### config.mk
export PLATFORM = sky130hd
export DESIGN_NAME = load_store_unit
export DESIGN_NICKNAME = d
export VERILOG_FILES = /design/src/rtl/load_store_unit_pkg.sv /design/src/rtl/load_store_unit_load_align.sv /design/src/rtl/load_store_unit.sv
export SDC_FILE = /design/constraint.sdc
export NUM_CORES = 1
export LEC_CHECK = 0
export BUFFER_PORTS_ARGS = -buffer_cell sky130_fd_sc_hd__buf_4
export CORE_AREA = 2 2 108 110
export DETAILED_ROUTE_END_ITERATION = 8
export DIE_AREA = 0 0 110 112
export PLACE_DENSITY = 0.87
export SYNTH_ARGS = -nofsm -noshare
export SYNTH_HDL_FRONTEND = slang
export SYNTH_SLANG_ARGS = --single-unit
### constraint.sdc
create_clock -name clk -period 2 [get_ports clk]
set_input_delay 0.2 -clock clk [delete_from_list [all_inputs] [get_ports clk]]
set_output_delay 0.2 -clock clk [all_outputs]
set_load 0.03 [all_outputs]
### src/rtl/load_store_unit_pkg.sv
// +----------------------------------------------------------------------------+
// | load_store_unit_pkg : shared encodings for the data-memory stage           |
// | Rev 1.0 - initial release                                                  |
// +----------------------------------------------------------------------------+
`default_nettype none

package load_store_unit_pkg;

  localparam int W_MEM_CMD = 2;
  localparam logic [W_MEM_CMD-1:0] MEM_CMD_NOP   = 2'd0;
  localparam logic [W_MEM_CMD-1:0] MEM_CMD_READ  = 2'd1;
  localparam logic [W_MEM_CMD-1:0] MEM_CMD_WRITE = 2'd2;

  localparam logic [1:0] SZ_BYTE = 2'd0;
  localparam logic [1:0] SZ_HALF = 2'd1;
  localparam logic [1:0] SZ_WORD = 2'd2;

  localparam logic [31:0] LSU_DEADBEEF = 32'hDEADBEEF;

  typedef enum logic [1:0] {
    LSU_IDLE = 2'd0,
    LSU_REQ  = 2'd1,
    LSU_DONE = 2'd2
  } lsu_state_e;

  // Size code 3 is handled as a word access.
  function automatic logic is_aligned(input logic [1:0] sz, input logic [1:0] k);
    case (sz)
      SZ_BYTE: is_aligned = 1'b1;
      SZ_HALF: is_aligned = ~k[0];
      default: is_aligned = (k == 2'd0);
    endcase
  endfunction

endpackage

`default_nettype wire

### src/rtl/load_store_unit_load_align.sv
// +----------------------------------------------------------------------------+
// | lsu_load_align : shifts the addressed lane down and sign/zero extends it   |
// | Rev 1.0 - initial release                                                  |
// +----------------------------------------------------------------------------+
`default_nettype none

module lsu_load_align
  import load_store_unit_pkg::*;
(
  input  logic [31:0] word,
  input  logic [1:0]  k,
  input  logic [1:0]  size,
  input  logic        ld_signed,
  output logic [31:0] result
);

  logic [31:0] shifted;

  always_comb begin
    shifted = word >> {k, 3'b000};
    result  = shifted;
    case (size)
      SZ_BYTE: result = {{24{ld_signed & shifted[7]}}, shifted[7:0]};
      SZ_HALF: result = {{16{ld_signed & shifted[15]}}, shifted[15:0]};
      default: result = shifted;
    endcase
  end

endmodule

`default_nettype wire

### src/rtl/load_store_unit.sv
// +----------------------------------------------------------------------------+
// | load_store_unit : req/ack data-memory stage with byte lanes and CPU stall  |
// | Optional macro LSU_TIMEOUT_EN adds an ack timeout with bus_err reporting.  |
// | Rev 1.0 - initial release                                                  |
// +----------------------------------------------------------------------------+
`default_nettype none

module load_store_unit
  import load_store_unit_pkg::*;
#(
  parameter int W_ADDR      = 32,
  parameter int W_DATA      = 32,
  parameter int TIMEOUT_CYC = 255
) (
  input  logic                 clk,
  input  logic                 rst,
  input  logic                 req_valid,
  input  logic [W_MEM_CMD-1:0] mem_cmd,
  input  logic [1:0]           size,
  input  logic                 ld_signed,
  input  logic [W_ADDR-1:0]    addr,
  input  logic [W_DATA-1:0]    wdata,
  output logic                 stall,
  output logic [W_DATA-1:0]    rdata,
  output logic                 rdata_valid,
  output logic                 misalign,
  output logic                 bus_err,
  output logic                 m_req,
  output logic                 m_we,
  output logic [W_ADDR-3:0]    m_addr,
  output logic [3:0]           m_be,
  output logic [W_DATA-1:0]    m_wdata,
  input  logic                 m_ack,
  input  logic [W_DATA-1:0]    m_rdata
);

  lsu_state_e  state;
  logic [1:0]  k;
  logic        active;
  logic        aligned;
  logic        start;
  logic [3:0]  be_next;
  logic [W_DATA-1:0] wdata_next;
  logic [1:0]  k_q;
  logic [1:0]  size_q;
  logic        signed_q;
  logic [W_DATA-1:0] load_word;

  assign k       = addr[1:0];
  assign active  = (state == LSU_IDLE) && req_valid && (mem_cmd != MEM_CMD_NOP);
  assign aligned = is_aligned(size, k);
  assign start   = active & aligned;

  // Gated by reset so that a reset mid-access drops the stall immediately.
  assign stall    = rst & (start | (state == LSU_REQ));
  assign misalign = rst & active & ~aligned;

  always_comb begin
    be_next    = 4'hF;
    wdata_next = wdata;
    if (mem_cmd == MEM_CMD_WRITE) begin
      case (size)
        SZ_BYTE: begin
          be_next    = 4'b0001 << k;
          wdata_next = {4{wdata[7:0]}};
        end
        SZ_HALF: begin
          be_next    = 4'b0011 << k;
          wdata_next = {2{wdata[15:0]}};
        end
        default: ;
      endcase
    end
  end

  lsu_load_align u_load_align (
    .word      (m_rdata),
    .k         (k_q),
    .size      (size_q),
    .ld_signed (signed_q),
    .result    (load_word)
  );

`ifdef LSU_TIMEOUT_EN
  localparam int W_CNT = ($clog2(TIMEOUT_CYC + 1) > 8) ? $clog2(TIMEOUT_CYC + 1) : 8;
  logic [W_CNT-1:0] cnt;
  logic             expired;

  assign expired = (cnt == W_CNT'(TIMEOUT_CYC - 1));
`else
  assign bus_err = 1'b0;
`endif

  always_ff @(posedge clk or negedge rst) begin
    if (!rst) begin
      state       <= LSU_IDLE;
      rdata       <= '0;
      rdata_valid <= 1'b0;
      m_req       <= 1'b0;
      m_we        <= 1'b0;
      m_addr      <= '0;
      m_be        <= '0;
      m_wdata     <= '0;
      k_q         <= '0;
      size_q      <= '0;
      signed_q    <= 1'b0;
`ifdef LSU_TIMEOUT_EN
      bus_err     <= 1'b0;
      cnt         <= '0;
`endif
    end else begin
      rdata_valid <= 1'b0;
`ifdef LSU_TIMEOUT_EN
      bus_err     <= 1'b0;
`endif
      case (state)
        LSU_IDLE: begin
          if (start) begin
            state    <= LSU_REQ;
            m_req    <= 1'b1;
            m_we     <= (mem_cmd == MEM_CMD_WRITE);
            m_addr   <= addr[W_ADDR-1:2];
            m_be     <= be_next;
            m_wdata  <= wdata_next;
            k_q      <= k;
            size_q   <= size;
            signed_q <= ld_signed;
`ifdef LSU_TIMEOUT_EN
            cnt      <= '0;
`endif
          end
        end
        LSU_REQ: begin
          if (m_ack) begin
            state <= LSU_DONE;
            m_req <= 1'b0;
            if (!m_we) begin
              rdata       <= load_word;
              rdata_valid <= 1'b1;
            end
          end
`ifdef LSU_TIMEOUT_EN
          else if (expired) begin
            state   <= LSU_DONE;
            m_req   <= 1'b0;
            bus_err <= 1'b1;
            if (!m_we) begin
              rdata       <= LSU_DEADBEEF;
              rdata_valid <= 1'b1;
            end
          end else begin
            cnt <= cnt + 1'b1;
          end
`endif
        end
        // The CPU advances at this edge; its still-presented request is not restarted.
        LSU_DONE: state <= LSU_IDLE;
        default:  state <= LSU_IDLE;
      endcase
    end
  end

endmodule

`default_nettype wire

==> results of run 1 <==
-- routing by layer --
layer | vias up | share of wire (%)
met5 | - | 0
met4 | 0 | 2.2
met3 | 23 | 8.8
met2 | 189 | 50
met1 | 2016 | 39
li1 | 1875 | -
-- cell usage in the layout (no fill, tap or decap), types with 2 or more instances in the layout --
cell / instances
clkbuf_16: 9
mux2_1: 2
mux2_2: 51
mux2i_1: 32
and2_1: 15
dfrtp_1: 108
nand2_1: 15
nor3_1: 8
or2_2: 2
clkinv_2: 3
a221o_1: 15
nor2b_1: 11
o21ai_0: 22
nand2b_1: 5
a21oi_1: 19
o22a_1: 16
nor2_1: 31
a211oi_1: 8
inv_1: 3
buf_12: 2
buf_4: 220
-- worst max-delay path, stage by stage, from the launching register on --
cell,delay (ps)
dfrtp_1,400
nor3b_2,310
nand2_1,110
nor4_1,290
buf_4,220
-- what timing repair did --
item	CTS	global route
gates resized for setup	1	1
pin swaps	0	0
hold buffers	1	0
cloned	0	0
setup endpoints to repair	1	1
hold endpoints to repair	22	0
-- registers in the layout, summed over array words and instances (netlist names) --
signal,cells
m_wdata,32
rdata,32
m_addr,30
m_be,4
k_q,2
size_q,2
state,2
m_req,1
m_we,1
rdata_valid,1
signed_q,1
-- per-stage QoR --
step                setup slack, ps  hold slack [ps]  power (mW)
floorplan                      51.9            -95.6        6.34
global placement                303              113        8.13
detailed placement              187              122        8.27
CTS                            94.4             60.9        10.0
global route                   65.6             70.8        10.5
finish                          139             74.9        9.94
-- cell type report --
type,count,area [um^2]
clock buffer,10,239
clock inverter,5,52.6
fill,884,4200
inverter,3,11.3
multi-input combinational,267,2080
sequential,108,2700
tap,143,179
timing repair buffer,224,1710
-- worst paths after layout --
| path | from | to | slack, ps | cells after the start |
|---|---|---|---|---|
| max in group asynchronous | rst | m_wdata[3] | 850 | 3 |
| setup / recovery | state[0] | misalign | 140 | 4 |
| hold reg to reg | m_req | m_req | 490 | 2 |
| hold / removal | m_ack | state[0] | 70 | 2 |
| min in group asynchronous | rst | rdata[14] | 280 | 2 |
| setup reg to reg | k_q[1] | rdata[25] | 270 | 4 |
-- cell families (layout without fill, tap and decap cells) --
logic type	count (synthesis)	in the layout	share of synthesized area, %
DFF	108	108	55.0
muxes	86	86	19.1
and+or+nand+nor	92	92	9.36
other	1	1	0.0763
AOI/OAI and AO/OA	88	88	13.4
buffers and inverters	30	242	3.05
-- power by group --
part	leakage (nW)	internal, mW	total [mW]	switching, mW
registers	1.29	2.98	3.49	0.507
clock network	0.144	0.991	1.73	0.744
logic	1.93	1.97	4.72	2.75
==> results.sh, run 1 <==
export IMPL_htreeDepth=3
export IMPL_fin_nets=718
export IMPL_grt_pass1_wl_mm=21.1
export IMPL_yosysWarnings=0
export IMPL_diodes=0
export IMPL_finish_instance_area_um2=6980
export IMPL_antenna_found_initial=0
export IMPL_start_util_pct=44.0
export IMPL_yosysTopAreaCell="dfrtp_1"
export IMPL_avgViaCountPerCell=5.40
export IMPL_clkSlewWorstSetupHoldPaths_ps=70
export IMPL_syn_nets=510
export IMPL_die_y_um=112
export IMPL_crit_type="reg -> out"
export IMPL_crit_required_ps=1800
export IMPL_die_area_um2=12300
export IMPL_synth_edff_count=0
export IMPL_grt_met3_usage_pct=6.38
export IMPL_cts_buffers_inserted=9
export IMPL_synth_most_common_cell="dfrtp_1"
export IMPL_synthDominantCellAreaShare_pct=55.0
export IMPL_setup_viol=0
export IMPL_drive_gt1_share_pct=48.3
export IMPL_area_delta_synth_final_pct=41.9
export IMPL_vias=4103
export IMPL_synth_cells=405
export IMPL_met2_usage_pct=37.6
export IMPL_clock_latency_ps=330
export IMPL_max_cap_violations=0
export IMPL_grt_util_met1_pct=26.3
export IMPL_die_w_um=110
export IMPL_synth_cell_types=36
export IMPL_worst_pin_slew_ps=712
export IMPL_drc_errors=0
export IMPL_clockBufferDepth=2
export IMPL_yosys_top_cells_area="dfrtp_1 55%, mux2_2 12%, mux2i_1 6.5%"
export IMPL_drt_iter0_markers=228
export IMPL_rsz0062_at_grt="false"
export IMPL_ys_seq_area_share_pct=55.0
export IMPL_startpoint_type="flip-flop"
export IMPL_dr_pass1_iters=4
export IMPL_grt_max_degree=48
export IMPL_ios=209
export IMPL_critPathMaxFanout=3
export IMPL_synth_seq_cells=108
export IMPL_num_rows=39
export IMPL_dp_hpwl_mm=10.2
export IMPL_syn_cell_area_um2=4920
export IMPL_portBuffers=207
export IMPL_outcome="finished clean"
export IMPL_ir_drop_mv=0.882
export IMPL_dp_cells=744
export IMPL_grt_use_total_pct=22.1
export IMPL_antenna_left=0
export IMPL_wl_mm=13.4
export IMPL_finalCriticalPeriod_ps=1860
export IMPL_clock_root_buffer="clkbuf_16"
export IMPL_core_um2=11200
export IMPL_fin_crit_sh_pct=93.0
export IMPL_postCtsSetupBuffers=0
export IMPL_slew_violations=0
export IMPL_cp_arrival_ps=1660
export IMPL_endpoint_kind="primary output"
export IMPL_worst_hold_path_type="in -> reg"
export IMPL_cts_sinks=108
export IMPL_synth_common_cells="108 x dfrtp_1, 51 x mux2_2, 32 x mux2i_1, 31 x nor2_1, 22 x o21ai_0"
export IMPL_utilization_pct=62.4
export IMPL_postSynthAreaPerCell_um2=12.1
export IMPL_synth_main_ff_cell="dfrtp_1"
export IMPL_p_leak_nw=3.37
export IMPL_wl_per_cell_um=17.6
export IMPL_async_flop_share_pct=100
export IMPL_cts_tree="built"
export IMPL_place_gp_congestion=0.868
export IMPL_gr_total_overflow=0
export IMPL_fin_tns_setup_ps=0
export IMPL_fin_worst_skew_ps=6.47
export IMPL_maxSlewHeadroom_pct=52.6
export IMPL_hold_violations=0
export IMPL_dpl_cell_area_um2=6670
export IMPL_grt_pass1_vias=4315
export IMPL_max_freq_mhz=537
export IMPL_p_per_area_nw_per_um2=1430
export IMPL_fin_cells=760
export IMPL_busiest_layer="met2"
Note: power is estimated with default switching activity, not from simulation.
==> inputs of run 2 (changes only) <==
--- a/config.mk
+++ b/config.mk
@@ -6,10 +6,10 @@
 export NUM_CORES = 1
 export LEC_CHECK = 0
 export BUFFER_PORTS_ARGS = -buffer_cell sky130_fd_sc_hd__buf_4
-export CORE_AREA = 2 2 108 110
+export CORE_AREA = 2 2 114 116
 export DETAILED_ROUTE_END_ITERATION = 8
-export DIE_AREA = 0 0 110 112
-export PLACE_DENSITY = 0.87
+export DIE_AREA = 0 0 116 118
+export PLACE_DENSITY = 0.8
 export SYNTH_ARGS = -nofsm -noshare
 export SYNTH_HDL_FRONTEND = slang
 export SYNTH_SLANG_ARGS = --single-unit
==> run 2 against run 1 <==
First-iteration DRC count is 3.1% lower. Critical endpoint unchanged. Sequential power about the same. Non-clock buffer count down 1. Count of clock-buffer cells in the layout is 1 lower. Final area increased by 1.6%. Clock power up 17%. Via count down 1.9%. Worst hold slack got worse by 7.6 ps. Register-to-register slack got worse by 80 ps. Fmax increased by 0.24%. Wire length grew 2.4%. Core utilization shrank 5.3 points.
==> results.sh, run 2 (same netlist as run 1, synthesis figures left out) <==
export IMPL_place_gp_congestion=0.878
export IMPL_finalCriticalPeriod_ps=1860
export IMPL_fin_tns_setup_ps=0
export IMPL_drt_iter0_markers=221
export IMPL_max_freq_mhz=539
export IMPL_area_delta_synth_final_pct=44.1
export IMPL_maxSlewHeadroom_pct=62.0
export IMPL_crit_type="reg -> out"
export IMPL_cp_arrival_ps=1660
export IMPL_dp_cells=771
export IMPL_ir_drop_mv=0.640
export IMPL_avgViaCountPerCell=5.10
export IMPL_grt_use_total_pct=20.6
export IMPL_seq_power_share_pct=34.3
export IMPL_fin_worst_skew_ps=5.46
export IMPL_max_cap_violations=0
export IMPL_p_per_area_nw_per_um2=1440
export IMPL_cp_cell_sequence="nor3b_2, buf_4, nand2_1, nor4_1, buf_4"
export IMPL_portBuffers=207
export IMPL_endpoint_kind="primary output"
export IMPL_clockBufferDepth=2
export IMPL_fillers=1085
export IMPL_die_area_um2=13700
export IMPL_core_um2=12400
export IMPL_cts_sinks=108
export IMPL_dpl_cell_area_um2=6720
export IMPL_diodes=0
export IMPL_vias=4026
export IMPL_worst_pin_slew_ps=571
export IMPL_fin_nets=717
export IMPL_setup_viol=0
export IMPL_p_switching_mw=4.05
export IMPL_slew_violations=0
export IMPL_wl_mm=13.7
export IMPL_crit_required_ps=1800
export IMPL_drc_errors=0
export IMPL_cts_tree="built"
export IMPL_fin_cells=789
export IMPL_layout_common_cells="217 x buf_4, 108 x dfrtp_1, 51 x mux2_2"
export IMPL_critPathMaxStageDelay_ps=410
export IMPL_critPathMaxFanout=3
export IMPL_die_y_um=118
export IMPL_clkSlewWorstSetupHoldPaths_ps=70
export IMPL_grt_max_degree=109
export IMPL_p_comb_share_pct=45.9
export IMPL_dp_hpwl_mm=10.3
export IMPL_utilization_pct=57.1
export IMPL_dr_pass1_iters=4
export IMPL_critical_path_buf_inv_count=2
export IMPL_hold_ws_ps=67.3
export IMPL_num_rows=41
export IMPL_p_clk_share_pct=19.8
export IMPL_outcome="finished clean"
export IMPL_start_util_pct=39.6
export IMPL_reg_top3="m_wdata: 32 flops, rdata: 32 flops, m_addr: 30 flops"
export IMPL_die_w_um=116
export IMPL_hold_violations=0
export IMPL_cpMostUsedCell="buf_4"
export IMPL_clock_latency_ps=350
export IMPL_startpoint_type="flip-flop"
export IMPL_clock_root_buffer="clkbuf_16"
export IMPL_grt_pass1_vias=4244
export IMPL_cts_buffers_inserted=9
export IMPL_critical_path_top_delay_family="simple AND/OR/NAND/NOR gates"
export IMPL_gr_total_overflow=0
export IMPL_wl_per_cell_um=17.4
export IMPL_slowest_stage="dfrtp_1"
export IMPL_rsz0062_at_grt="false"
export IMPL_antenna_found_initial=0
export IMPL_grt_pass1_wl_mm=22.0
export IMPL_layout_commonest_cell="buf_4"
export IMPL_drive_gt1_share_pct=48.3
export IMPL_finish_instance_area_um2=7090
export IMPL_worst_hold_path_type="in -> reg"
export IMPL_rrSetupSlack_ps=190
export IMPL_p_leak_nw=3.40
export IMPL_ios=209
export IMPL_htreeDepth=3
export IMPL_antenna_left=0
export IMPL_p_int_mw=6.17
export IMPL_fin_crit_sh_pct=92.8
export IMPL_sw_frac_of_total_pct=39.6
## run 2: per-stage QoR
stage	setup WS (ps)	total power, mW
global placement	265	8.14
global route	55.6	10.8
detailed placement	212	8.27
floorplan	51.9	6.34
CTS	65.9	10.3
finish	144	10.2
## run 2: final timing paths
check                              start     endpoint  depth (start not counted)
max in group asynchronous            rst  m_wdata[10]                          3
worst max-delay path            state[0]     misalign                          5
worst min register to register     m_req        m_req                          2
min in group asynchronous            rst     signed_q                          3
worst max register to register    k_q[1]    rdata[30]                          5
worst min-delay path            addr[15]   m_addr[13]                          2
## run 2: final cells by class
| type | instances | area [um^2] | share of cell area (%) |
|---|---|---|---|
| clock buffer | 9 | 225 | 3.18 |
| clock inverter | 7 | 115 | 1.62 |
| inverter | 3 | 11.3 | 0.159 |
| multi-input combinational | 267 | 2080 | 29.3 |
| sequential | 108 | 2700 | 38.1 |
| tap | 172 | 215 | 3.04 |
| timing repair buffer | 223 | 1740 | 24.5 |
## run 2: power groups by stage
stage	sequential, mW	combinational, mW	clock, mW
global placement	3.50	4.64	0
detailed placement	3.54	4.73	0
CTS	3.50	4.74	2.08
global route	3.61	4.98	2.17
finish	3.50	4.69	2.02
floorplan	4.96	1.38	0
## run 2: per-layer routing
| metal | wire length (um) | global-route usage (%) |
|---|---|---|
| met5 | 0 | 0 |
| met4 | 250 | 7.29 |
| met3 | 1110 | 5.82 |
| met2 | 6690 | 34.0 |
| met1 | 5670 | 25.7 |
## run 2: timing repair
| item | CTS | global route |
|---|---|---|
| cloned | 0 | 0 |
| hold buffers | 1 | 0 |
| hold endpoints to repair | 108 | 0 |
| pin swaps | 1 | 0 |
| buffers inserted | 1 | 0 |
| resized for setup | 0 | 1 |
| setup endpoints to repair | 1 | 1 |
==> inputs of run 3 (changes only) <==
--- a/config.mk
+++ b/config.mk
@@ -6,10 +6,10 @@
 export NUM_CORES = 1
 export LEC_CHECK = 0
 export BUFFER_PORTS_ARGS = -buffer_cell sky130_fd_sc_hd__buf_4
-export CORE_AREA = 2 2 114 116
+export CORE_AREA = 2 2 134 84
 export DETAILED_ROUTE_END_ITERATION = 8
-export DIE_AREA = 0 0 116 118
-export PLACE_DENSITY = 0.8
+export DIE_AREA = 0 0 136 86
+export PLACE_DENSITY = 0.91
 export SYNTH_ARGS = -nofsm -noshare
 export SYNTH_HDL_FRONTEND = slang
 export SYNTH_SLANG_ARGS = --single-unit
==> run 3 against run 2 <==
Critical path depth stayed put. Combinational power is 4% higher. Count of clock-buffer cells in the layout is 2 higher. First-iteration DRC count is 30% higher. Final area is 0.39% lower. Via count is 2.1% higher. Sequential share of layout area is 0.15 points higher. Sequential cell count stayed put. Critical endpoint unchanged.
==> results.sh, run 3 (same netlist as run 1, synthesis figures left out) <==
export IMPL_outcome="finished clean"
export IMPL_p_total_mw=10.0
export IMPL_critPathMaxFanout=2
export IMPL_p_per_area_nw_per_um2=1420
export IMPL_cts_tree="built"
export IMPL_die_y_um=86
export IMPL_wl_per_cell_um=18.7
export IMPL_rrSetupSlack_ps=100
export IMPL_drc_errors=0
export IMPL_critical_path_buf_inv_count=2
export IMPL_critical_path_top_delay_family="simple AND/OR/NAND/NOR gates"
export IMPL_hold_path_end="m_addr[15]"
export IMPL_worst_pin_slew_ps=638
export IMPL_cts_buffers_inserted=9
export IMPL_grt_use_total_pct=24.2
export IMPL_clkSlewWorstSetupHoldPaths_ps=70
export IMPL_drive_gt1_share_pct=48.8
export IMPL_cp_cell_sequence="nor3b_2, buf_4, nand2_1, nor4_2, buf_4"
export IMPL_avgViaCountPerCell=5.41
export IMPL_grt_max_degree=109
export IMPL_worst_slack_ps=87.4
export IMPL_crit_type="reg -> out"
export IMPL_ir_drop_mv=0.948
export IMPL_dp_hpwl_mm=10.6
export IMPL_start_util_pct=47.4
export IMPL_place_gp_congestion=0.976
export IMPL_setup_viol=0
export IMPL_die_w_um=136
export IMPL_clock_latency_ps=340
export IMPL_layout_commonest_cell="buf_4"
export IMPL_layout_common_cells="218 x buf_4, 108 x dfrtp_1, 51 x mux2_2"
export IMPL_slew_violations=0
export IMPL_worstReg2RegStart="k_q[1]"
export IMPL_clock_root_buffer="clkbuf_16"
export IMPL_max_freq_mhz=523
export IMPL_antenna_left=0
export IMPL_vias=4109
export IMPL_dp_slack_ps=-26.6
export IMPL_ios=209
export IMPL_num_rows=29
export IMPL_fillers=753
export IMPL_dr_pass1_iters=5
export IMPL_critPathMaxStageDelay_ps=400
export IMPL_crit_required_ps=1800
export IMPL_htreeDepth=3
export IMPL_fin_worst_skew_ps=3.64
export IMPL_finalCriticalPeriod_ps=1910
export IMPL_wl_mm=14.2
export IMPL_fin_crit_sh_pct=95.6
export IMPL_portBuffers=207
export IMPL_cts_sinks=108
export IMPL_grt_pass1_vias=4272
export IMPL_reg_top3="m_wdata: 32 flops, rdata: 32 flops, m_addr: 30 flops"
export IMPL_slowest_stage="dfrtp_1"
export IMPL_antenna_found_initial=0
export IMPL_multiInputGateArea_um2=2100
export IMPL_clockBufferDepth=2
export IMPL_maxSlewHeadroom_pct=57.5
export IMPL_hold_ws_ps=74.0
export IMPL_area_delta_synth_final_pct=43.6
export IMPL_gr_total_overflow=0
export IMPL_p_leak_nw=3.40
export IMPL_fin_nets=721
export IMPL_hold_violations=0
export IMPL_cpMostUsedCell="buf_4"
export IMPL_max_cap_violations=0
export IMPL_regArea_um2=2700
export IMPL_die_area_um2=11700
export IMPL_r2r_cells=4
export IMPL_worst_hold_path_type="in -> reg"
export IMPL_hp_start="addr[17]"
export IMPL_endpoint_kind="primary output"
export IMPL_grt_pass1_wl_mm=21.9
export IMPL_utilization_pct=68.0
export IMPL_rr_endpoint="rdata[28]"
export IMPL_cp_arrival_ps=1710
export IMPL_startpoint_type="flip-flop"
export IMPL_diodes=0
export IMPL_hold_path_depth=2
export IMPL_drt_iter0_markers=287
export IMPL_core_um2=10400
-- run 3: stage by stage --
step           instance area, um^2  setup TNS [ps]  instances
2_1_floorplan                 4920               0        405
3_3_place_gp                  6700               0        738
3_5_place_dp                  6700            -147        738
4_1_cts                       6990               0        756
5_1_grt                       7060           -69.7        760
6_report                      7060               0        760
-- run 3: repair_timing --
| item | 4_1_cts | 5_1_grt |
|---|---|---|
| gates cloned | 0 | 1 |
| pin swaps | 1 | 1 |
| hold endpoints to repair | 108 | 0 |
| endpoints found under the setup margin | 16 | 2 |
| gates resized for setup | 3 | 3 |
| buffers inserted | 1 | 3 |
| hold buffers | 1 | 0 |
-- run 3: per-layer routing --
layer | global-route usage (%) | vias up | share of wire, %
li1 | - | 1884 | -
met1 | 32.7 | 2028 | 43
met2 | 38.7 | 173 | 48
met3 | 6.09 | 24 | 7.7
met4 | 7.67 | 0 | 1.6
met5 | 0 | - | 0
-- run 3: how the worst max path moves through the flow --
stage / start / endpoint / slack (ps) / depth (start not counted)
floorplan: state[0] / misalign / 50 / 3
global placement: state[0] / m_wdata[29] / 80 / 4
detailed placement: state[0] / m_wdata[31] / -30 / 4
CTS: state[1] / stall / 4 / 6
global route: state[0] / misalign / -70 / 5
finish: state[0] / misalign / 90 / 5
-- run 3: report_power, final --
part,internal [mW],switching [mW],total [mW]
registers,2.98,0.524,3.51
logic,2.01,2.86,4.87
clock network,0.851,0.782,1.63
-- run 3: area by class of cell --
class                      instances  area share (%)
inverter                           3           0.160
multi-input combinational        267            29.7
tap                              139            2.46
timing repair buffer             227            25.5
clock inverter                     5           0.532
clock buffer                      11            3.30
sequential                       108            38.3
